[src/rtl/apb_dmem_responder_pkg.sv]
// Shared definitions for the APB data-memory responder: FSM phase encodings,
// default widths and the wait-state counter width.
package apb_dmem_responder_pkg;
  localparam logic [1:0] IDLE   = 2'd0;
  localparam logic [1:0] SETUP  = 2'd1;
  localparam logic [1:0] ACCESS = 2'd2;

  localparam int ADDR_W_DEF = 6;
  localparam int DATA_W_DEF = 16;
  localparam int WAIT_CNT_W = 4;
endpackage

[src/rtl/apb_dmem_responder_dmem_array.sv]
// DEPTH x DATA_W word storage: async reset to zero, one write port, combinational
// read port that returns zero for addresses past the implemented depth.
module apb_dmem_responder_dmem_array #(
  parameter int ADDR_W = 6,
  parameter int DATA_W = 16,
  parameter int DEPTH  = 48
) (
  input  logic              clk,
  input  logic              rst,
  input  logic              we,
  input  logic [ADDR_W-1:0] waddr,
  input  logic [DATA_W-1:0] wdata,
  input  logic [ADDR_W-1:0] raddr,
  output logic [DATA_W-1:0] rdata
);
  localparam logic [ADDR_W:0] DEPTH_C = (ADDR_W+1)'(DEPTH);

  logic [DATA_W-1:0] mem_q [DEPTH];

  always_ff @(posedge clk or posedge rst) begin
    if (rst) begin
      for (int i = 0; i < DEPTH; i++) mem_q[i] <= '0;
    end else if (we && ({1'b0, waddr} < DEPTH_C)) begin
      mem_q[waddr] <= wdata;
    end
  end

  assign rdata = ({1'b0, raddr} < DEPTH_C) ? mem_q[raddr] : '0;
endmodule

[src/rtl/apb_dmem_responder.sv]
// APB completer for the data-memory port with programmable wait states.
// Define DMEM_PSLVERR_EN to report out-of-range addresses on pslverr.
module apb_dmem_responder
  import apb_dmem_responder_pkg::*;
#(
  parameter int ADDR_W      = ADDR_W_DEF,
  parameter int DATA_W      = DATA_W_DEF,
  parameter int DEPTH       = 48,
  parameter int WAIT_CYCLES = 1
) (
  input  logic              clk,
  input  logic              rst,
  input  logic              psel,
  input  logic              penable,
  input  logic              pwrite,
  input  logic [ADDR_W-1:0] paddr,
  input  logic [DATA_W-1:0] pwdata,
  output logic [DATA_W-1:0] prdata,
  output logic              pready,
  output logic              pslverr
);
  localparam logic [WAIT_CNT_W-1:0] WAIT_C  = WAIT_CNT_W'(WAIT_CYCLES);
  localparam logic [ADDR_W:0]       DEPTH_C = (ADDR_W+1)'(DEPTH);

  logic [1:0]            state_q, state_d, phase;
  logic [WAIT_CNT_W-1:0] cnt_q, cnt_d;
  logic [ADDR_W-1:0]     addr_q, addr_d;
  logic                  wr_q, wr_d;
  logic                  pready_q, pready_d;
  logic                  in_range, we;
  logic [DATA_W-1:0]     rdata;

  assign in_range = ({1'b0, addr_q} < DEPTH_C);

  // The SETUP phase is the bus cycle in which the master presents psel without
  // penable; it is decoded from IDLE so pready can already be registered for
  // the very next cycle when no wait states are configured.
  always_comb begin
    phase = state_q;
    if (state_q == IDLE && psel && !penable) phase = SETUP;
  end

  always_comb begin
    state_d  = state_q;
    cnt_d    = cnt_q;
    addr_d   = addr_q;
    wr_d     = wr_q;
    pready_d = 1'b0;
    we       = 1'b0;
    case (phase)
      SETUP: begin
        state_d  = ACCESS;
        addr_d   = paddr;
        wr_d     = pwrite;
        cnt_d    = '0;
        pready_d = (WAIT_C == '0);
      end
      ACCESS: begin
        if (!(psel && penable)) begin
          state_d = IDLE;
        end else if (pready_q) begin
          we      = wr_q && in_range;
          state_d = IDLE;
        end else begin
          cnt_d    = cnt_q + 1'b1;
          pready_d = ((cnt_q + 1'b1) == WAIT_C);
        end
      end
      default: state_d = IDLE;
    endcase
  end

  always_ff @(posedge clk or posedge rst) begin
    if (rst) begin
      state_q  <= IDLE;
      cnt_q    <= '0;
      addr_q   <= '0;
      wr_q     <= 1'b0;
      pready_q <= 1'b0;
    end else begin
      state_q  <= state_d;
      cnt_q    <= cnt_d;
      addr_q   <= addr_d;
      wr_q     <= wr_d;
      pready_q <= pready_d;
    end
  end

  apb_dmem_responder_dmem_array #(
    .ADDR_W(ADDR_W),
    .DATA_W(DATA_W),
    .DEPTH (DEPTH)
  ) u_array (
    .clk  (clk),
    .rst  (rst),
    .we   (we),
    .waddr(addr_q),
    .wdata(pwdata),
    .raddr(addr_q),
    .rdata(rdata)
  );

  assign pready = pready_q;
  assign prdata = (pready_q && !wr_q && in_range) ? rdata : '0;

`ifdef DMEM_PSLVERR_EN
  logic pslverr_q;

  always_ff @(posedge clk or posedge rst) begin
    if (rst) pslverr_q <= 1'b0;
    else     pslverr_q <= pready_d && !({1'b0, addr_d} < DEPTH_C);
  end

  assign pslverr = pslverr_q;
`else
  assign pslverr = 1'b0;
`endif
endmodule

[config.mk]
export PLATFORM = sky130hd
export DESIGN_NAME = apb_dmem_responder
export DESIGN_NICKNAME = d
export VERILOG_FILES = /design/src/rtl/apb_dmem_responder_pkg.sv /design/src/rtl/apb_dmem_responder_dmem_array.sv /design/src/rtl/apb_dmem_responder.sv
export SDC_FILE = /design/constraint.sdc
export NUM_CORES = 1
export LEC_CHECK = 0
export CAP_MARGIN = 20
export CORE_MARGIN = 2
export CORE_UTILIZATION = 45
export CTS_CLUSTER_SIZE = 8
export DETAILED_ROUTE_END_ITERATION = 7
export HOLD_SLACK_MARGIN = 0.08
export PLACE_DENSITY = 0.63
export SLEW_MARGIN = 20
export SYNTH_ARGS = -nofsm -noshare
export SYNTH_HDL_FRONTEND = slang
export SYNTH_SLANG_ARGS = --single-unit
[constraint.sdc]
create_clock -name clk -period 24.7 [get_ports clk]
set_input_delay 3.705 -clock clk [delete_from_list [all_inputs] [get_ports clk]]
set_output_delay 3.705 -clock clk [all_outputs]
set_load 0.05 [all_outputs]
; ---- Yosys cells after proc, flatten, opt, wreduce, memory -nomap -nowiden
; Cells that the tools add are included.
[classes]
add_sub_neg = 1
n_mul = 0
div = 0
n_lt_le_gt_ge = 3
eq_ne = 6
shift = 0
n_mux = 21
bitwise_logic = 1
n_reduce_logical = 13
[op_table]
columns = cell, n
row1 = bitwise mux 768 bit, 1
row2 = binary-select mux 16 bit (select 6 bit), 1
row3 = demux 16 bit (select 6 bit), 1
row4 = 2-to-1 mux 16 bit, 5
row5 = logical AND 1 bit, 8
row6 = 2-to-1 mux 4 bit, 2
row7 = case mux 4 bit (2 select lines), 1
row8 = greater-or-equal comparator 7 bit (second input constant), 1
row9 = less-than comparator 7 x 1 -> 1 bit (second input constant), 1
row10 = inverter 6 -> 7 bit, 1
row11 = less-than comparator 6 bit (second input constant), 1
row12 = 2-to-1 mux 1 bit, 6
row13 = 2-to-1 mux 2 bit, 3
row14 = adder 4 x 1 -> 4 bit (second input constant), 1
row15 = == test 4 x 1 -> 1 bit (second input constant), 1
row16 = inequality test 2 bit (second input constant), 2
row17 = case mux 2 bit (2 select lines), 1
row18 = inequality test 3 bit (second input constant), 1
row19 = AND reduction 3 bit, 1
row20 = == test 2 x 1 -> 1 bit (second input constant), 1
row21 = == test 2 bit (second input constant), 1
row22 = logical NOT 1 bit, 2
row23 = logical NOT 2 bit, 1
row24 = nonzero test 2 bit, 1
[totals]
reg_bits = 782
latchBits = 0
ram_bits = 0
romBits = 0
in_bits = 27
out_inout_bits = 18
word_cells = 98
memories = 0

; ---- Logic depth before layout (Yosys ltp)
[depth]
word_depth = 7
depth_mapped = 10

; ---- Modules after synthesis
; Synthesis repeated with hierarchy kept, for this count alone.
[unflattened]
hier_cells = 2371
area_unflattened_um2 = 35974.5
[by_module_without_submodules]
columns = module, instances, cells_each, area_per_inst_um2, seq_area_each_um2
row1 = apb_dmem_responder_dmem_array, 1, 2298, 35256.3, 19218.4
row2 = apb_dmem_responder, 1, 73, 718.2, 325.3

; ---- Least setup slack after synthesis
; OpenSTA, ideal clock, no wires.
[synth_path]
path_type = flip-flop to output port
startpoint = reg addr_q[0]
endpoint = out prdata[13]
arrival_ns = 2.457
required_time_ns = 20.995
setup_slack_ns = 18.538
path_stages_with_launch = 11
cell_sequence = dfrtp_1 > buf_4 > buf_6 > nor2_2 > buf_4 > buf_2 > a22oi_1 > a21oi_1 > o21ai_0 > o21a_1 > a31oi_1
[synth_via]
elab_chain_len = 6
elab_cells_between_ends = 8
[synth_lines]
columns = item, line_no
row1 = start: declaration, apb_dmem_responder.sv:27  ; logic [ADDR_W-1:0] addr_q, addr_d;
row2 = start signal: assignment, apb_dmem_responder.sv:83  ; addr_q <= addr_d;
row3 = inverter 6 -> 7 bit (not written as such), apb_dmem_responder_dmem_array.sv:28  ; assign rdata = ({1'b0, raddr} < DEPTH_C) ? mem_q[raddr] : '0;
row4 = binary-select mux 16 bit (select 6 bit), apb_dmem_responder_dmem_array.sv:28
row5 = 2-to-1 mux 16 bit (not written as such) (2 in series), apb_dmem_responder_dmem_array.sv:28
row6 = 2-to-1 mux 16 bit, apb_dmem_responder_dmem_array.sv:28
row7 = 2-to-1 mux 16 bit *, apb_dmem_responder.sv:104  ; assign prdata = (pready_q && !wr_q && in_range) ? rdata : '0;
row8 = end: declaration, apb_dmem_responder.sv:18  ; output logic [DATA_W-1:0] prdata,
; Every way passes the cells marked *; elsewhere a longest branch is shown, timed or not. The select of a mux whose other input is x is not followed.

; ---- Worst setup path in the final report
[layout_path]
startpoint = reg addr_q[2]
endpoint = out prdata[10]
; Same word-level chain as after synthesis.

==> run_results.csv <==
group,metric,value,unit
power_and_ir_drop,ir_drop,0.0578,mV
grt,grt_pass1_wl,163000,um
floorplan,pin_count,45,
power_and_ir_drop,p_per_area,72.8,nW/um2
clock_network,cts_tree,"yes",
worst_setup_path,crit_type,"flop to primary output",
timing,fmax,103,MHz
detailed_routing,wirelength,109000,um
layout,areaGrowthSynthToFinish,9.88,%
place,hpwl,64500,um
place,gp_congestion,0.901,
power_and_ir_drop,internal_power,2130,uW
timing,worst_slew_margin_rel,26.0,%
yosys,synthFlopType,"dfrtp_1",
worst_setup_path,path_buf_inv,3,
place,dp.cells,3502,
grt,grt_use_met2,40.2,%
clock_network,clk_latency,0.66,ns
layout,instances_no_fill,3623,
grt,grt_usage,26.6,%
floorplan,row_count,103,
clock_network,cts_hold_buf,0,
yosys,syn-num-nets,2646,
grt,grt_busiest_layer,"met2",
detailed_routing,antenna_left,0,
power_and_ir_drop,p_sw_share,26.4,%
power_and_ir_drop,p_sw,763,uW
timing,period_share,39.4,%
yosys,syn_area,36200,um2
worst_setup_path,cp.arrival,6.02,ns
min_path,hold_class,"flop to flop",
yosys,synth-edff-count,0,
layout,num_antenna_cells,0,
worst_setup_path,path_delay_family,"buffers and inverters",
clock_network,clkTransAtPathRegs,0.05,ns
power_and_ir_drop,clockPowerShare,44.4,%
floorplan,fp.dieH,287,um
grt,antenna_found_initial,4,
power_and_ir_drop,combPwrFrac,10.2,%
clock_network,cts_max_level,3,
worst_setup_path,startpoint_type,"flop",
floorplan,core_area,79300,um2
floorplan,start_util,45.6,%
timing,finalHoldViolations,0,
detailed_routing,vias,23100,
grt,met1_usage,37.4,%
grt,grt_pass1_vias,24300,
detailed_routing,drc,0,
power_and_ir_drop,power,2890,uW
power_and_ir_drop,p_leak,0.0190,uW
timing,setup_viol,0,
grt,overflow,0,
timing,rsz0062_at_grt,"no",
detailed_routing,firstDrtPassIters,5,
worst_setup_path,worst_path_max_delay_cell,"dfrtp_4",
yosys,yosysUniqueCellTypes,63,
clock_network,cts_setup_buffers,0,
worst_setup_path,path_common_cell,"buf_4",
timing,worst_slew_pin_slew,1.11,ns
worst_setup_path,max_stage_delay,0.90,ns
yosys,syn-instance-count,2617,
worst_setup_path,crit_chain,"buf_4, buf_4, nor2_1, a221o_1, a221oi_1, a31oi_1, clkdlybuf4s50_1",
run,cap_viol_max_count,0,
clock_network,cts_root_buf,"clkbuf_16",
worst_setup_path,critical_path_required,21.00,ns
timing,finalSetupTns,0,ns
layout,drive_gt1_share,30.9,%
layout,nFillCells,6802,
worst_setup_path,crit_fanout,68,
timing,report.final.slew_viol_count,0,
detailed_routing,viasPerCell,6.36,
clock_network,cts.sinks,781,
yosys,ys_ff_latch,781,
run_status,status,"finished clean",
clock_network,clk_path_buf_depth,3,
detailed_routing,drt_iter0_markers,2311,
power_and_ir_drop,p_seq_share,45.4,%
yosys,synth_warnings,0,
grt,grt_max_degree,180,
yosys,syn_area_per_cell,13.8,um2
clock_network,numCtsBuffers,108,
timing,post-route-min-period,9.73,ns
place,port-buffer-count,43,
yosys,synthArstFlopShare,100,%
timing,finalClockSkew,0.0256,ns
detailed_routing,wl_per_cell,30.0,um
layout,nets,2594,
yosys,seq_area_frac_synth,54.1,%
floorplan,dieArea,82600,um2
floorplan,die_w,287,um
grt,grt_util_met3,6.13,%
clock_network,cts_resized,0,
worst_setup_path,worst_setup_path_end_kind,"primary output",
-- per-layer routing --
| metal | vias to the layer above | wire, um |
|---|---|---|
| met5 | - | 12 |
| met4 | 2 | 4070 |
| met3 | 257 | 8330 |
| met2 | 948 | 49000 |
| met1 | 12400 | 47300 |
| li1 | 9496 | - |
-- flip-flops by register name, summed over array words and instances, names as in the netlist --
name and cells:
u_array.mem_q 768, addr_q 6, cnt_q 4, pready 1, state_q 1, wr_q 1
-- layout make-up --
class                   count  area, um2  area share [%]
clock inverters             4       30.0          0.0756
multi-input cells        1592      15400            38.7
well taps                1050       1310            3.31
flip-flops and latches    781      19600            49.2
inverters                   5       22.5          0.0567
repair buffers             77        689            1.74
clock buffers             114       2760            6.94
-- cells by family after synthesis --
family	count (synthesis)	share of synthesized area [%]
other	1	0.0104
adders and majority gates	2	0.0692
AOI/OAI and AO/OA	419	8.00
DFF	781	54.1
muxes	959	30.5
buffers and inverters	244	3.55
and+or+nand+nor	209	3.77
xor gates and xnor gates	2	0.0485
-- per-stage QoR --
stage          setup slack (ns)  util, %  hold slack (ns)  cell area [um2]
2_1_floorplan             10.28        -            0.450            36200
3_3_place_gp              15.74     46.5            0.462            36900
3_5_place_dp              15.49     46.5            0.469            36900
4_1_cts                   15.07     50.0            0.480            39600
5_1_grt                   14.85     50.1            0.492            39700
6_report                  14.97     50.1            0.479            39700
-- Yosys cell counts (4+ instances only) --
library cell / count / area share (%)
inv_1: 4 / 0.042
a21oi_1: 82 / 1.1
o2bb2ai_1: 7 / 0.17
and4_1: 4 / 0.097
o22ai_1: 44 / 0.76
a21o_1: 8 / 0.17
nand2_1: 59 / 0.61
nor2_1: 39 / 0.40
buf_6: 4 / 0.12
nand2_2: 6 / 0.10
dfrtp_1: 781 / 54
mux2i_1: 125 / 3.5
a31oi_1: 14 / 0.24
buf_1: 6 / 0.062
mux4_2: 34 / 2.1
o211ai_1: 4 / 0.083
nor2_4: 48 / 1.5
and3_1: 5 / 0.087
nand2_4: 7 / 0.22
mux2_2: 521 / 16
a221oi_1: 67 / 1.6
o221ai_1: 6 / 0.15
o21ai_0: 35 / 0.48
nor2b_1: 7 / 0.12
a22oi_1: 88 / 1.8
and2_1: 9 / 0.16
o21ai_1: 23 / 0.32
mux2_1: 279 / 8.7
nand2b_1: 4 / 0.069
a222oi_1: 4 / 0.11
nand3_1: 5 / 0.069
a221o_1: 4 / 0.11
buf_2: 58 / 0.80
clkbuf_1: 100 / 1.0
a22o_1: 13 / 0.31
buf_4: 71 / 1.5
-- cells in the final DEF (no fill, tap or decap), drive strengths merged, types with 58 or more instances in the layout --
cell type and count:
a21oi 82, a221oi 68, a22oi 88, clkbuf 114, dfrtp 781, mux2 800
mux2i 125, nand2 72, nor2 88, o21ai 58
-- power groups by stage --
| stage | Clock (uW) | Sequential, uW | Combinational, uW |
|---|---|---|---|
| 4_1_cts | 1310 | 1310 | 289 |
| 3_3_place_gp | 0 | 1330 | 287 |
| 3_5_place_dp | 0 | 1330 | 289 |
| 6_report | 1280 | 1310 | 294 |
| 5_1_grt | 1370 | 1310 | 307 |
| 2_1_floorplan | 0 | 1310 | 202 |
-- worst paths after layout --
kind	start	end	slack, ns	depth (start not counted)
worst max-delay path	addr_q[2]	prdata[10]	14.97	7
worst min-delay path	u_array.mem_q[207]	u_array.mem_q[207]	0.48	1
worst max register to register	addr_q[2]	u_array.mem_q[142]	20.15	5
worst min register to register	u_array.mem_q[207]	u_array.mem_q[207]	0.48	1
max in group asynchronous	rst	u_array.mem_q[197]	16.59	7
min in group asynchronous	rst	u_array.mem_q[313]	3.44	2
(Power assumes the default switching activity.)
